File: src/rtl/acq_pkg.sv
`default_nettype none
// ------------------------------------------------------------------
// acq_pkg : shared types and constants for the acquisition search
// Rev 1.0
// ------------------------------------------------------------------
package acq_pkg;
   localparam int CA_HALF_CHIPS = 2046;
   localparam int SETTLE_DUMPS  = 2;
   localparam int KEY_W         = 10;
   localparam int SLEW_W        = 11;
   localparam int PHASE_W       = 12;
   localparam int SUM_W         = 36;
   localparam int ENERGY_W      = 32;
   localparam int DWELL_W       = 4;
   localparam int CNT_W         = 5;

   typedef enum logic [2:0] {
      S_IDLE   = 3'd0,
      S_LOAD   = 3'd1,
      S_SLEW   = 3'd2,
      S_SETTLE = 3'd3,
      S_MEAS   = 3'd4,
      S_CHECK  = 3'd5,
      S_DONE   = 3'd6
   } acq_state_e;
endpackage
`default_nettype wire

File: src/rtl/acq_accum.sv
`default_nettype none
// ------------------------------------------------------------------
// acq_accum : saturating per-bin energy accumulator with sample count
// Rev 1.0
// ------------------------------------------------------------------
module acq_accum
   import acq_pkg::*;
(
   input  logic                clk,
   input  logic                rstn,
   input  logic                clr,
   input  logic                add,
   input  logic [ENERGY_W-1:0] din,
   output logic [SUM_W-1:0]    sum,
   output logic [CNT_W-1:0]    count
);
   logic [SUM_W-1:0] sum_q, sum_d;
   logic [CNT_W-1:0] cnt_q, cnt_d;
   logic [SUM_W:0]   sum_ext;

   always_comb begin
      sum_ext = {1'b0, sum_q} + {{(SUM_W + 1 - ENERGY_W){1'b0}}, din};
      sum_d   = sum_q;
      cnt_d   = cnt_q;
      if (clr) begin
         sum_d = '0;
         cnt_d = '0;
      end else if (add) begin
         // carry out of the 36-bit sum pins the result at full scale
         sum_d = sum_ext[SUM_W] ? {SUM_W{1'b1}} : sum_ext[SUM_W-1:0];
         cnt_d = cnt_q + 1'b1;
      end
   end

   always_ff @(posedge clk) begin
      if (!rstn) begin
         sum_q <= '0;
         cnt_q <= '0;
      end else begin
         sum_q <= sum_d;
         cnt_q <= cnt_d;
      end
   end

   assign sum   = sum_q;
   assign count = cnt_q;
endmodule
`default_nettype wire

File: src/rtl/acq_search_ctrl.sv
`default_nettype none
// ------------------------------------------------------------------
// acq_search_ctrl : serial code-phase search sequencer for one PRN
// Rev 1.0
// ------------------------------------------------------------------
module acq_search_ctrl
   import acq_pkg::*;
(
   input  logic                clk,
   input  logic                rstn,
   input  logic                start,
   input  logic                abort,
   input  logic [KEY_W-1:0]    prn_sel,
   input  logic [SLEW_W-1:0]   step,
   input  logic [DWELL_W-1:0]  dwell,
   input  logic [SUM_W-1:0]    threshold,
   input  logic                dump_enable,
   input  logic [ENERGY_W-1:0] energy,
   input  logic                energy_valid,
   output logic [KEY_W-1:0]    prn_key,
   output logic                prn_key_enable,
   output logic [SLEW_W-1:0]   code_slew,
   output logic                slew_enable,
   output logic                busy,
   output logic                done,
   output logic                found,
   output logic [PHASE_W-1:0]  best_phase,
   output logic [SUM_W-1:0]    best_energy
);
   acq_state_e           state_q, state_d;
   logic [KEY_W-1:0]     key_q, key_d;
   logic [SLEW_W-1:0]    step_q, step_d;
   logic [DWELL_W-1:0]   dwell_q, dwell_d;
   logic [SUM_W-1:0]     thr_q, thr_d;
   logic [PHASE_W-1:0]   phase_q, phase_d;
   logic [PHASE_W-1:0]   best_phase_q, best_phase_d;
   logic [SUM_W-1:0]     best_energy_q, best_energy_d;
   logic                 found_q, found_d;
   logic [SLEW_W-1:0]    code_slew_q, code_slew_d;
   logic [1:0]           settle_q, settle_d;
   logic [PHASE_W:0]     next_phase;
   logic                 acc_clr, acc_add;
   logic [SUM_W-1:0]     acc_sum;
   logic [CNT_W-1:0]     acc_count;

   acq_accum u_accum (
      .clk   (clk),
      .rstn  (rstn),
      .clr   (acc_clr),
      .add   (acc_add),
      .din   (energy),
      .sum   (acc_sum),
      .count (acc_count)
   );

   always_comb begin
      state_d        = state_q;
      key_d          = key_q;
      step_d         = step_q;
      dwell_d        = dwell_q;
      thr_d          = thr_q;
      phase_d        = phase_q;
      best_phase_d   = best_phase_q;
      best_energy_d  = best_energy_q;
      found_d        = found_q;
      code_slew_d    = code_slew_q;
      settle_d       = settle_q;
      acc_clr        = 1'b0;
      acc_add        = 1'b0;
      prn_key_enable = 1'b0;
      slew_enable    = 1'b0;
      done           = 1'b0;
      next_phase     = {1'b0, phase_q} + {{(PHASE_W + 1 - SLEW_W){1'b0}}, step_q};

      // abort overrides everything, including a simultaneous start
      if (abort) begin
         state_d = S_IDLE;
      end else begin
         case (state_q)
            S_IDLE: begin
               if (start) begin
                  state_d       = S_LOAD;
                  key_d         = prn_sel;
                  step_d        = (step == '0) ? SLEW_W'(1) : step;
                  dwell_d       = dwell;
                  thr_d         = threshold;
                  phase_d       = '0;
                  best_phase_d  = '0;
                  best_energy_d = '0;
                  found_d       = 1'b0;
               end
            end
            S_LOAD: begin
               prn_key_enable = 1'b1;
               acc_clr        = 1'b1;
               settle_d       = '0;
               state_d        = S_SETTLE;
            end
            S_SLEW: begin
               slew_enable = 1'b1;
               acc_clr     = 1'b1;
               settle_d    = '0;
               state_d     = S_SETTLE;
            end
            S_SETTLE: begin
               if (dump_enable) begin
                  if (settle_q == 2'(SETTLE_DUMPS - 1)) state_d = S_MEAS;
                  else settle_d = settle_q + 1'b1;
               end
            end
            S_MEAS: begin
               if (energy_valid) begin
                  acc_add = 1'b1;
                  if (acc_count == {1'b0, dwell_q}) state_d = S_CHECK;
               end
            end
            S_CHECK: begin
               if (acc_sum > thr_q) begin
                  best_phase_d  = phase_q;
                  best_energy_d = acc_sum;
                  found_d       = 1'b1;
                  state_d       = S_DONE;
               end else begin
                  if (acc_sum > best_energy_q) begin
                     best_phase_d  = phase_q;
                     best_energy_d = acc_sum;
                  end
                  if (next_phase >= (PHASE_W + 1)'(CA_HALF_CHIPS)) begin
                     state_d = S_DONE;
                  end else begin
                     phase_d     = next_phase[PHASE_W-1:0];
                     code_slew_d = step_q;
                     state_d     = S_SLEW;
                  end
               end
            end
            S_DONE: begin
               done    = 1'b1;
               state_d = S_IDLE;
            end
            default: state_d = S_IDLE;
         endcase
      end
   end

   always_ff @(posedge clk) begin
      if (!rstn) begin
         state_q       <= S_IDLE;
         key_q         <= '0;
         step_q        <= '0;
         dwell_q       <= '0;
         thr_q         <= '0;
         phase_q       <= '0;
         best_phase_q  <= '0;
         best_energy_q <= '0;
         found_q       <= 1'b0;
         code_slew_q   <= '0;
         settle_q      <= '0;
      end else begin
         state_q       <= state_d;
         key_q         <= key_d;
         step_q        <= step_d;
         dwell_q       <= dwell_d;
         thr_q         <= thr_d;
         phase_q       <= phase_d;
         best_phase_q  <= best_phase_d;
         best_energy_q <= best_energy_d;
         found_q       <= found_d;
         code_slew_q   <= code_slew_d;
         settle_q      <= settle_d;
      end
   end

   assign busy        = (state_q != S_IDLE) && (state_q != S_DONE);
   assign prn_key     = key_q;
   assign code_slew   = code_slew_q;
   assign found       = found_q;
   assign best_phase  = best_phase_q;
   assign best_energy = best_energy_q;
endmodule
`default_nettype wire
File: config.mk
export PLATFORM = sky130hd
export DESIGN_NAME = acq_search_ctrl
export DESIGN_NICKNAME = d
export VERILOG_FILES = /design/src/rtl/acq_pkg.sv /design/src/rtl/acq_accum.sv /design/src/rtl/acq_search_ctrl.sv
export SDC_FILE = /design/constraint.sdc
export NUM_CORES = 1
export LEC_CHECK = 0
export BUFFER_PORTS_ARGS = -buffer_cell sky130_fd_sc_hd__buf_2
export CAP_MARGIN = 10
export CELL_PAD_IN_SITES_DETAIL_PLACEMENT = 1
export CELL_PAD_IN_SITES_GLOBAL_PLACEMENT = 2
export CORE_AREA = 10 10 180 182
export CTS_CLUSTER_DIAMETER = 150
export DETAILED_ROUTE_END_ITERATION = 8
export DIE_AREA = 0 0 190 192
export PLACE_DENSITY = 0.87
export SLEW_MARGIN = 20
export SYNTH_ARGS = -nofsm -noshare
export SYNTH_HDL_FRONTEND = slang
export SYNTH_SLANG_ARGS = --single-unit
File: constraint.sdc
create_clock -name clk -period 5.73 [get_ports clk]
set_input_delay 1.146 -clock clk [delete_from_list [all_inputs] [get_ports clk]]
set_output_delay 1.146 -clock clk [all_outputs]
set_load 0.05 [all_outputs]
==> flow_metrics.env, run 1 <==
export IMPL_run_status="finished clean"
export IMPL_maxSlewHeadroom_pct=31.9
export IMPL_fin_nets=1614
export IMPL_setup_violations=0
export IMPL_cp_required_ns=6.12
export IMPL_reg2reg_to="best_phase[9]$_SDFFE_PN0P_"
export IMPL_antenna_left=0
export IMPL_synthArstFlopShare_pct=0
export IMPL_cts_setup_buffers=0
export IMPL_yosysSeqAreaShare_pct=34.2
export IMPL_drcViolationCount=0
export IMPL_antennaDiodeCount=0
export IMPL_ir_drop_mv=0.168
export IMPL_hp_start="code_slew[9]$_SDFFE_PN0P_"
export IMPL_crit_fanout=28
export IMPL_path_delay_family="simple AND/OR/NAND/NOR gates"
export IMPL_tns_ns=0
export IMPL_ios=173
export IMPL_path_cells="ha_1 -> nand4_1 -> nor4_1 -> nand4_1 -> a21oi_1 -> nor2_1 -> a21oi_2 -> a21oi_1 -> nor2_4 -> buf_4 -> a22o_1"
export IMPL_cts_tree="built"
export IMPL_path_clk_slew_ns=0.08
export IMPL_antenna_found_initial=1
export IMPL_syn_nets=1468
export IMPL_cpPeakStageDelay_ns=0.92
export IMPL_rsz0062_at_grt="no"
export IMPL_arrival_ns=4.72
export IMPL_final_core_util_pct=43.0
export IMPL_worstSetupStartpointType="flop"
export IMPL_yosysUniqueCellTypes=67
export IMPL_synth_flop_cell="dfxtp_1"
export IMPL_yosys_area_top_type="dfxtp_1"
export IMPL_dp_hpwl_um=26200
export IMPL_synth_edf_count=0
export IMPL_synthAdderAreaFrac_pct=14.4
export IMPL_power_leakage_uw=0.00534
export IMPL_via_per_inst=5.31
export IMPL_gp_congestion=0.872
export IMPL_drive_above_1_share_pct=16.7
export IMPL_synthSimpleGateAreaFrac_pct=16.1
export IMPL_holdPathStages=2
export IMPL_grt_pass1_wl_um=54400
export IMPL_fin_crit_ns=4.33
export IMPL_reg2regPathDepth=11
export IMPL_hold_buffers=0
export IMPL_synth_xor_area_share_pct=3.26
export IMPL_cp_end_kind="flop"
export IMPL_power_uw=2940
export IMPL_yosysWarnings=0
export IMPL_r2r_start="u_accum.sum[26]$_SDFFE_PP0P_"
export IMPL_maxCapViolCount=0
export IMPL_hold_viol=0
export IMPL_holdPathEnd="code_slew[9]$_SDFFE_PN0P_"
export IMPL_port_buffers=172
export IMPL_critPathBufInv=1
export IMPL_die_area_mm2=0.0365
export IMPL_synth_mux_area_share_pct=2.29
export IMPL_core_area_mm2=0.0286
export IMPL_htree_levels=4
export IMPL_synth_top_family_by_area="compound AO/OA/AOI/OAI gates"
export IMPL_slowest_stage="nor4_1"
export IMPL_drtIter0Drc=414
export IMPL_finalCritPeriodShare_pct=75.6
export IMPL_power_density_mw_per_mm2=239
export IMPL_grt_use_total_pct=18.5
export IMPL_cts_buffers=17
export IMPL_synth_compound_area_share_pct=24.3
export IMPL_hold_class="reg -> reg"
export IMPL_max_freq_ghz=0.231
export IMPL_cts_root_buf="clkbuf_16"
export IMPL_first_pass_iters=4
export IMPL_vias=9518
export IMPL_r2r_slack_ns=1.40
export IMPL_synth_top_area_share_pct=34.2
export IMPL_synth_area_leaders="dfxtp_1, ha_1, nand2_1, a21boi_0, a21oi_1"
export IMPL_ys_seq_elements=179
export IMPL_crit_cells=11
export IMPL_row_count=62
export IMPL_area_growth_pct=17.4
export IMPL_start_util_pct=36.6
export IMPL_cts_sinks=179
export IMPL_grt_start_max_net_pins=78
export IMPL_grt_ovfl_total=0
export IMPL_wire_per_inst_um=19.0
export IMPL_finalClockSkew_ns=0.0166
export IMPL_cts_resized=0
export IMPL_max_clock_path_buffers=2
export IMPL_synth_area_mm2=0.0105
export IMPL_worst_pin_slew_ns=1.01
export IMPL_grt_pass1_vias=10100
export IMPL_chipWidth_um=190
export IMPL_wl_um=34000
export IMPL_clk_latency_ns=0.45
export IMPL_final_max_slew_viol_count=0
export IMPL_netlist_instances=1250
export IMPL_postSynthAreaPerCell_um2=8.38
export IMPL_die_h_um=192
export IMPL_crit_type="reg -> reg"
registers in the layout, indices dropped and copies added (netlist names), 10 cells and up:
register / cells
u_accum.sum: 36
thr_q: 36
best_energy: 36
phase_q: 12
step_q: 11
code_slew: 11
best_phase: 12
prn_key: 10
placed cells by master (no fill, tap or decap), types with 17 or more instances in the layout:
| master | netlist | layout |
|---|---|---|
| nand2_1 | 200 | 200 |
| dfxtp_1 | 179 | 179 |
| buf_2 | 7 | 172 |
| ha_1 | 117 | 117 |
| inv_1 | 94 | 94 |
| a21oi_1 | 88 | 88 |
| a21boi_0 | 63 | 63 |
| o21ai_0 | 60 | 60 |
| nor2_1 | 60 | 58 |
| a22o_1 | 48 | 48 |
| a21o_1 | 24 | 24 |
| mux2i_1 | 24 | 24 |
| xnor2_1 | 20 | 20 |
| nand4_1 | 20 | 20 |
| xor2_1 | 19 | 19 |
| clkbuf_16 | 0 | 17 |
report_power, final:
group	total, µW	internal (µW)	switching [µW]
sequential	1300	1270	25.9
clock	1250	633	613
combinational	400	143	256
area by class of cell:
type                       count  area, µm²
fill                        3474      16300
multi-input combinational    923       6340
sequential                   179       3580
timing repair buffer         180        925
tap                          384        480
clock buffer                  17        425
inverter                      95        357
clock inverter                15        184
worst max-delay path by stage:
stage	start	to	slack [ns]
floorplan	energy[0]	u_accum.sum[26]$_SDFFE_PP0P_	2.17
global placement	energy[0]	u_accum.sum[17]$_SDFFE_PP0P_	1.04
detailed placement	energy[0]	u_accum.sum[17]$_SDFFE_PP0P_	0.89
CTS	energy[0]	u_accum.sum[17]$_SDFFE_PP0P_	1.31
global route	thr_q[27]$_SDFFE_PN0P_	best_phase[8]$_SDFFE_PN0P_	1.24
finish	u_accum.sum[26]$_SDFFE_PP0P_	best_phase[9]$_SDFFE_PN0P_	1.40
worst reg2reg max path, cell delays in order (launching register included):
cell and delay, ns:
dfxtp_1 0.38, ha_1 0.35, nand4_1 0.22, nor4_1 0.92, nand4_1 0.44, a21oi_1 0.28
nor2_1 0.08, a21oi_2 0.28, a21oi_1 0.12, nor2_4 0.54, buf_4 0.46, a22o_1 0.20
Yosys cell counts, types with 3 or more instances:
master / count
a221o_1: 3
nand4_1: 20
nor3_1: 13
clkbuf_1: 41
o211ai_1: 12
nor2_1: 60
o31a_1: 3
dfxtp_1: 179
ha_1: 117
o21ai_1: 7
nand2_1: 200
nand3b_1: 3
nand3_1: 17
and2_1: 4
o221a_2: 4
o21ai_0: 60
and4_1: 4
buf_2: 7
nor4_1: 5
o31ai_1: 3
a211o_1: 3
xor2_1: 19
inv_1: 94
a22o_1: 48
buf_1: 3
xnor2_1: 20
a31oi_1: 8
and3_1: 8
mux2i_1: 24
a21o_1: 24
a311oi_1: 3
a21boi_0: 63
o21bai_1: 4
nor2b_1: 7
or3_1: 5
a21oi_1: 88
o21a_1: 7
nand2b_1: 9
a211oi_1: 11
metal layers:
| metal | up-vias | wire length, µm | GRT usage (%) |
|---|---|---|---|
| met2 | 145 | 17100 | 33.4 |
| met4 | 2 | 375 | 3.94 |
| met1 | 4622 | 15000 | 21.9 |
| li1 | 4726 | - | - |
| met5 | - | 13 | 0 |
| met3 | 23 | 1530 | 4.08 |
stage by stage:
step                instances  area (µm²)  setup slack, ns  hold WS (ns)
floorplan                1250       10500             2.17         0.441
CTS                      1792       12300             1.31         0.463
global placement         1760       11700             1.04         0.445
finish                   1793       12300             1.40         0.459
detailed placement       1760       11700            0.887         0.449
global route             1793       12300             1.24         0.479
cells by family after synthesis:
family / after synthesis
AO/OA/AOI/OAI: 371
AND/OR/NAND/NOR: 370
flip-flops: 179
buffers and inverters: 148
adder cells (fa/ha/maj): 119
XOR/XNOR: 39
multiplexers: 24
(Power assumes the default switching activity.)
==> run 2, diff against run 1 <==
- ABC_AREA: unset -> 1
- CORE_AREA: 10 10 180 182 -> 10 10 202 204
- DIE_AREA: 0 0 190 192 -> 0 0 212 214
- PLACE_DENSITY: 0.87 -> 0.82
- clock period: 5.73 -> 4.5 ns (I/O delays scaled with it)
==> flow_metrics.env, run 2 <==
export IMPL_fin_nets=2130
export IMPL_drtIter0Drc=595
export IMPL_row_count=71
export IMPL_via_per_inst=4.94
export IMPL_chipWidth_um=212
export IMPL_core_area_mm2=0.0370
export IMPL_path_clk_slew_ns=0.08
export IMPL_die_h_um=214
export IMPL_layout_commonest_cell="nand2_1"
export IMPL_wire_per_inst_um=17.5
export IMPL_cp_end_kind="flop"
export IMPL_cpPeakStageDelay_ns=0.41
export IMPL_cts_root_buf="clkbuf_16"
export IMPL_hold_buffers=0
export IMPL_grt_pass1_vias=12400
export IMPL_netlist_instances=1768
export IMPL_cts_setup_buffers=0
export IMPL_synth_area_mm2=0.0117
export IMPL_synthSimpleGateAreaFrac_pct=31.8
export IMPL_synth_flop_cell="dfxtp_1"
export IMPL_start_util_pct=31.5
export IMPL_tns_ns=0
export IMPL_arrival_ns=3.49
export IMPL_antenna_found_initial=5
export IMPL_worstSetupStartpointType="flop"
export IMPL_fin_crit_ns=3.17
export IMPL_max_clock_path_buffers=2
export IMPL_slowest_stage="dfxtp_1"
export IMPL_crit_fanout=37
export IMPL_cts_buffers=17
export IMPL_final_cell_mix="nand2_1, nor2_1, inv_1"
export IMPL_power_leakage_uw=0.00677
export IMPL_postSynthAreaPerCell_um2=6.59
export IMPL_yosysSeqAreaShare_pct=30.8
export IMPL_rsz0062_at_grt="no"
export IMPL_cts_tree="built"
export IMPL_finalCritPeriodShare_pct=70.4
export IMPL_cts_sinks=179
export IMPL_run_status="finished clean"
export IMPL_synth_top_family_by_area="simple AND/OR/NAND/NOR gates"
export IMPL_hold_slack_ns=0.455
export IMPL_htree_levels=4
export IMPL_layout_cells_non_filler=2402
export IMPL_cts_resized=0
export IMPL_maxCapViolCount=0
export IMPL_grt_ovfl_total=0
export IMPL_first_pass_iters=4
export IMPL_syn_nets=1986
export IMPL_path_delay_family="simple AND/OR/NAND/NOR gates"
export IMPL_critPathBufInv=1
export IMPL_clk_latency_ns=0.46
export IMPL_dp_cells=2367
export IMPL_vias=11900
export IMPL_gp_congestion=0.892
export IMPL_grt_start_max_net_pins=99
export IMPL_finalClockSkew_ns=0.0151
export IMPL_synth_most_common_cell="nand2_1"
export IMPL_area_growth_pct=16.1
export IMPL_crit_type="reg -> reg"
export IMPL_wl_um=42100
export IMPL_grt_pass1_wl_um=67900
export IMPL_dp_hpwl_um=32900
export IMPL_synth_mux_area_share_pct=0
export IMPL_synth_top_area_share_pct=30.8
export IMPL_power_density_mw_per_mm2=340
export IMPL_final_max_slew_viol_count=0
export IMPL_die_area_mm2=0.0454
export IMPL_final_core_util_pct=36.5
export IMPL_ir_drop_mv=0.266
export IMPL_setup_violations=0
export IMPL_drive_above_1_share_pct=12.8
export IMPL_yosysUniqueCellTypes=51
export IMPL_maxSlewHeadroom_pct=28.7
export IMPL_antenna_left=0
export IMPL_ios=173
export IMPL_ys_seq_elements=179
export IMPL_worst_pin_slew_ns=1.07
export IMPL_synth_edf_count=0
export IMPL_synth_commonest_cells="nand2_1, nor2_1, inv_1"
export IMPL_synth_area_leaders="dfxtp_1, nand2_1, ha_1, nor2_1, inv_1"
export IMPL_cp_required_ns=4.82
export IMPL_synth_compound_area_share_pct=12.7
export IMPL_hold_viol=0
export IMPL_yosysWarnings=0
export IMPL_hold_class="reg -> reg"
export IMPL_crit_top_cell="nand2_1"
export IMPL_grt_use_total_pct=18.7
export IMPL_yosys_area_top_type="dfxtp_1"
export IMPL_synthArstFlopShare_pct=0
export IMPL_port_buffers=172
export IMPL_synth_xor_area_share_pct=1.88
export IMPL_drcViolationCount=0
export IMPL_synthAdderAreaFrac_pct=12.9
export IMPL_max_freq_ghz=0.315
export IMPL_path_cells="ha_1 -> nand2_1 -> nor2_1 -> nand2_1 -> nor2_1 -> nand4_1 -> nand3_1 -> nand2_1 -> nand2_1 -> nand2_2 -> nand2_2 -> buf_4 -> nand2_1 -> nand2_1 -> nor2_1"
[run 2: layout make-up]
cell class	count	area [µm²]
Clock buffer	17	425
Timing Repair Buffer	184	957
Clock inverter	15	193
Inverter	226	853
Antenna cell	3	7.51
Multi-Input combinational cell	1304	6920
Sequential cell	179	3580
Tap cell	474	593
Fill cell	4883	23500
[run 2: tightest hold or removal path, delay by kind of cell, from the launching register on]
| kind | cells | cell delay, ns |
|---|---|---|
| simple gates | 2 | 0.10 |
| flops | 1 | 0.31 |
[run 2: worst paths after layout]
check                                    start                      endpoint  slack [ns]  cells past startpoint
hold reg to reg        prn_key[9]$_SDFFE_PN0P_       prn_key[9]$_SDFFE_PN0P_        0.46                      2
setup / recovery  u_accum.sum[31]$_SDFFE_PP0P_  best_energy[16]$_SDFFE_PN0P_        1.33                     15
setup reg to reg  u_accum.sum[31]$_SDFFE_PP0P_  best_energy[16]$_SDFFE_PN0P_        1.33                     15
hold / removal         prn_key[9]$_SDFFE_PN0P_       prn_key[9]$_SDFFE_PN0P_        0.46                      2
[run 2: report_power, final]
group / switching [µW] / internal (µW)
clock network: 776 / 805
registers: 99.1 / 1700
logic: 861 / 354
total: 1740 / 2860
[run 2: logic make-up (layout without fill, tap and decap cells)]
family / after synthesis / in the layout
and+or+nand+nor: 885 / 885
buffers and inverters: 285 / 442
AOI/OAI and AO/OA: 275 / 275
DFF: 179 / 179
adders and majority gates: 119 / 119
xor gates and xnor gates: 25 / 25
other: 0 / 3
[run 2: layer usage]
metal | vias up | share of wire, % | track usage (%)
li1 | 6013 | - | -
met1 | 5610 | 49 | 25.0
met2 | 191 | 45 | 29.6
met3 | 42 | 4.1 | 3.86
met4 | 2 | 1.9 | 5.71
met5 | - | 0.031 | 0
[run 2: per-stage QoR]
stage | cell area [µm²] | setup WS (ns) | power (µW)
2_1_floorplan | 11700 | 1.15 | 2690
3_3_place_gp | 12900 | 1.14 | 3030
3_5_place_dp | 12900 | 1.03 | 3060
4_1_cts | 13500 | 1.28 | 4670
5_1_grt | 13500 | 1.04 | 4880
6_report | 13500 | 1.33 | 4600
==> run 3, diff against run 2 <==
- CORE_AREA: 10 10 202 204 -> 10 10 212 214
- DIE_AREA: 0 0 212 214 -> 0 0 222 224
- PLACE_DENSITY: 0.82 -> 0.78
- clock period: 4.5 -> 2.9 ns (I/O delays scaled with it)
==> flow_metrics.env, run 3 (synthesized netlist as in run 2, its figures left out) <==
export IMPL_run_status="finished clean"
export IMPL_dp_hpwl_um=36100
export IMPL_cp_end_kind="flop"
export IMPL_chipWidth_um=222
export IMPL_nFillCells=5229
export IMPL_max_freq_ghz=0.373
export IMPL_drcViolationCount=0
export IMPL_hp_start="prn_sel[5]"
export IMPL_vias=12000
export IMPL_cp_required_ns=3.23
export IMPL_hold_slack_ns=0.355
export IMPL_worstSetupStartpointType="flop"
export IMPL_path_clk_slew_ns=0.08
export IMPL_area_growth_pct=19.2
export IMPL_ios=173
export IMPL_crit_fanout=39
export IMPL_power_leakage_uw=0.00695
export IMPL_grt_use_total_pct=17.6
export IMPL_maxSlewHeadroom_pct=60.4
export IMPL_start_util_pct=28.7
export IMPL_grt_start_max_net_pins=81
export IMPL_final_cell_area_mm2=0.0139
export IMPL_reg2regPathDepth=13
export IMPL_holdPathEnd="prn_key[5]$_SDFFE_PN0P_"
export IMPL_final_cell_mix="nand2_1, nor2_1, inv_1"
export IMPL_rsz0062_at_grt="no"
export IMPL_startpoint="u_accum.sum[23]$_SDFFE_PP0P_"
export IMPL_finalClockSkew_ns=0.0191
export IMPL_power_density_mw_per_mm2=515
export IMPL_port_buffers=172
export IMPL_wire_per_inst_um=18.0
export IMPL_cts_root_buf="clkbuf_16"
export IMPL_r2r_start="u_accum.sum[23]$_SDFFE_PP0P_"
export IMPL_clk_latency_ns=0.45
export IMPL_drtIter0Drc=562
export IMPL_fin_nets=2162
export IMPL_holdPathStages=3
export IMPL_via_per_inst=4.80
export IMPL_worst_pin_slew_ns=0.593
export IMPL_wl_um=44800
export IMPL_core_area_mm2=0.0406
export IMPL_antenna_left=0
export IMPL_row_count=74
export IMPL_htree_levels=4
export IMPL_die_area_mm2=0.0497
export IMPL_cts_setup_buffers=0
export IMPL_antenna_found_initial=2
export IMPL_placed_area_mm2=0.0133
export IMPL_grt_ovfl_total=0
export IMPL_layout_commonest_cell="nand2_1"
export IMPL_maxCapViolCount=0
export IMPL_finalCritPeriodShare_pct=92.4
export IMPL_setup_slack_ns=0.221
export IMPL_gp_congestion=0.900
export IMPL_crit_type="reg -> reg"
export IMPL_reg2reg_to="best_energy[10]$_SDFFE_PN0P_"
export IMPL_multi_input_area_mm2=0.00694
export IMPL_ir_drop_mv=0.370
export IMPL_die_h_um=224
export IMPL_fin_crit_ns=2.68
export IMPL_pre_cts_ws_ns=-0.0737
export IMPL_grt_pass1_vias=12400
export IMPL_cts_sinks=179
export IMPL_first_pass_iters=4
export IMPL_hold_class="in -> reg"
export IMPL_cts_tree="built"
export IMPL_cts_buffers=17
export IMPL_drive_above_1_share_pct=14.4
export IMPL_final_core_util_pct=34.2
export IMPL_power_uw=7150
export IMPL_max_clock_path_buffers=2
export IMPL_setup_violations=0
export IMPL_hold_viol=0
export IMPL_arrival_ns=3.01
export IMPL_seqCellArea_mm2=0.00358
export IMPL_r2r_slack_ns=0.22
export IMPL_final_max_slew_viol_count=0
export IMPL_grt_pass1_wl_um=70200
## run 3: cell types whose count changed in the layout (fill, tap and decap cells not counted), sizes merged
cell	before	now
buf	184	216
inv	232	230
clkbuf	17	20
diode	3	1
clkinv	7	6
## run 3: layout make-up
type / instances / share of cell area (%)
diodes: 1 / 0.0180
clock buffers: 20 / 3.36
clock inverters: 12 / 0.865
inverters: 226 / 6.14
multi-input cells: 1304 / 50.0
flip-flops and latches: 179 / 25.8
well taps: 532 / 4.79
repair buffers: 216 / 9.05
## run 3: worst max-delay path by stage
| stage | to | slack (ns) | cells after the start |
|---|---|---|---|
| 6_report | best_energy[10]$_SDFFE_PN0P_ | 0.22 | 13 |
| 4_1_cts | u_accum.sum[20]$_SDFFE_PP0P_ | 0.13 | 16 |
| 5_1_grt | u_accum.sum[20]$_SDFFE_PP0P_ | 0.02 | 16 |
| 2_1_floorplan | done | 0.19 | 1 |
| 3_3_place_gp | u_accum.sum[27]$_SDFFE_PP0P_ | 0.05 | 18 |
| 3_5_place_dp | u_accum.sum[20]$_SDFFE_PP0P_ | -0.07 | 17 |
## run 3: critical path: stages (launching register included)
cell     delay, ns
dfxtp_1       0.36
buf_4         0.18
ha_1          0.32
nand4_1       0.13
nor2_1        0.24
nor3b_1       0.34
nand4_1       0.13
nand3_1       0.12
nand3_2       0.10
nand2_2       0.13
buf_12        0.22
nand2_1       0.12
nand2_1       0.09
nor2_1        0.04
## run 3: timing repair
item                                    in CTS  in global routing
hold buffers                                 0                  0
resized for setup                            0                  4
endpoints found under the setup margin       0                 28
## run 3: where the power goes
group / switching, µW / total [µW] / internal [µW]
clock network: 1100 / 2370 / 1270
registers: 148 / 2790 / 2650
logic: 1380 / 1980 / 599
## run 3: routing by layer
metal  part of all wire (%)  vias to the layer above  track usage (%)
met5                  0.029                        -                0
met4                    1.9                        2             4.78
met3                    3.1                       34             2.85
met2                     47                      174             30.0
met1                     48                     5678             22.6
li1                       -                     6068                -
## run 3: per-stage QoR
stage               TNS, ns  instances
floorplan                 0       1768
global placement          0       2457
detailed placement   -0.386       2457
CTS                       0       2489
global route              0       2489
finish                    0       2490
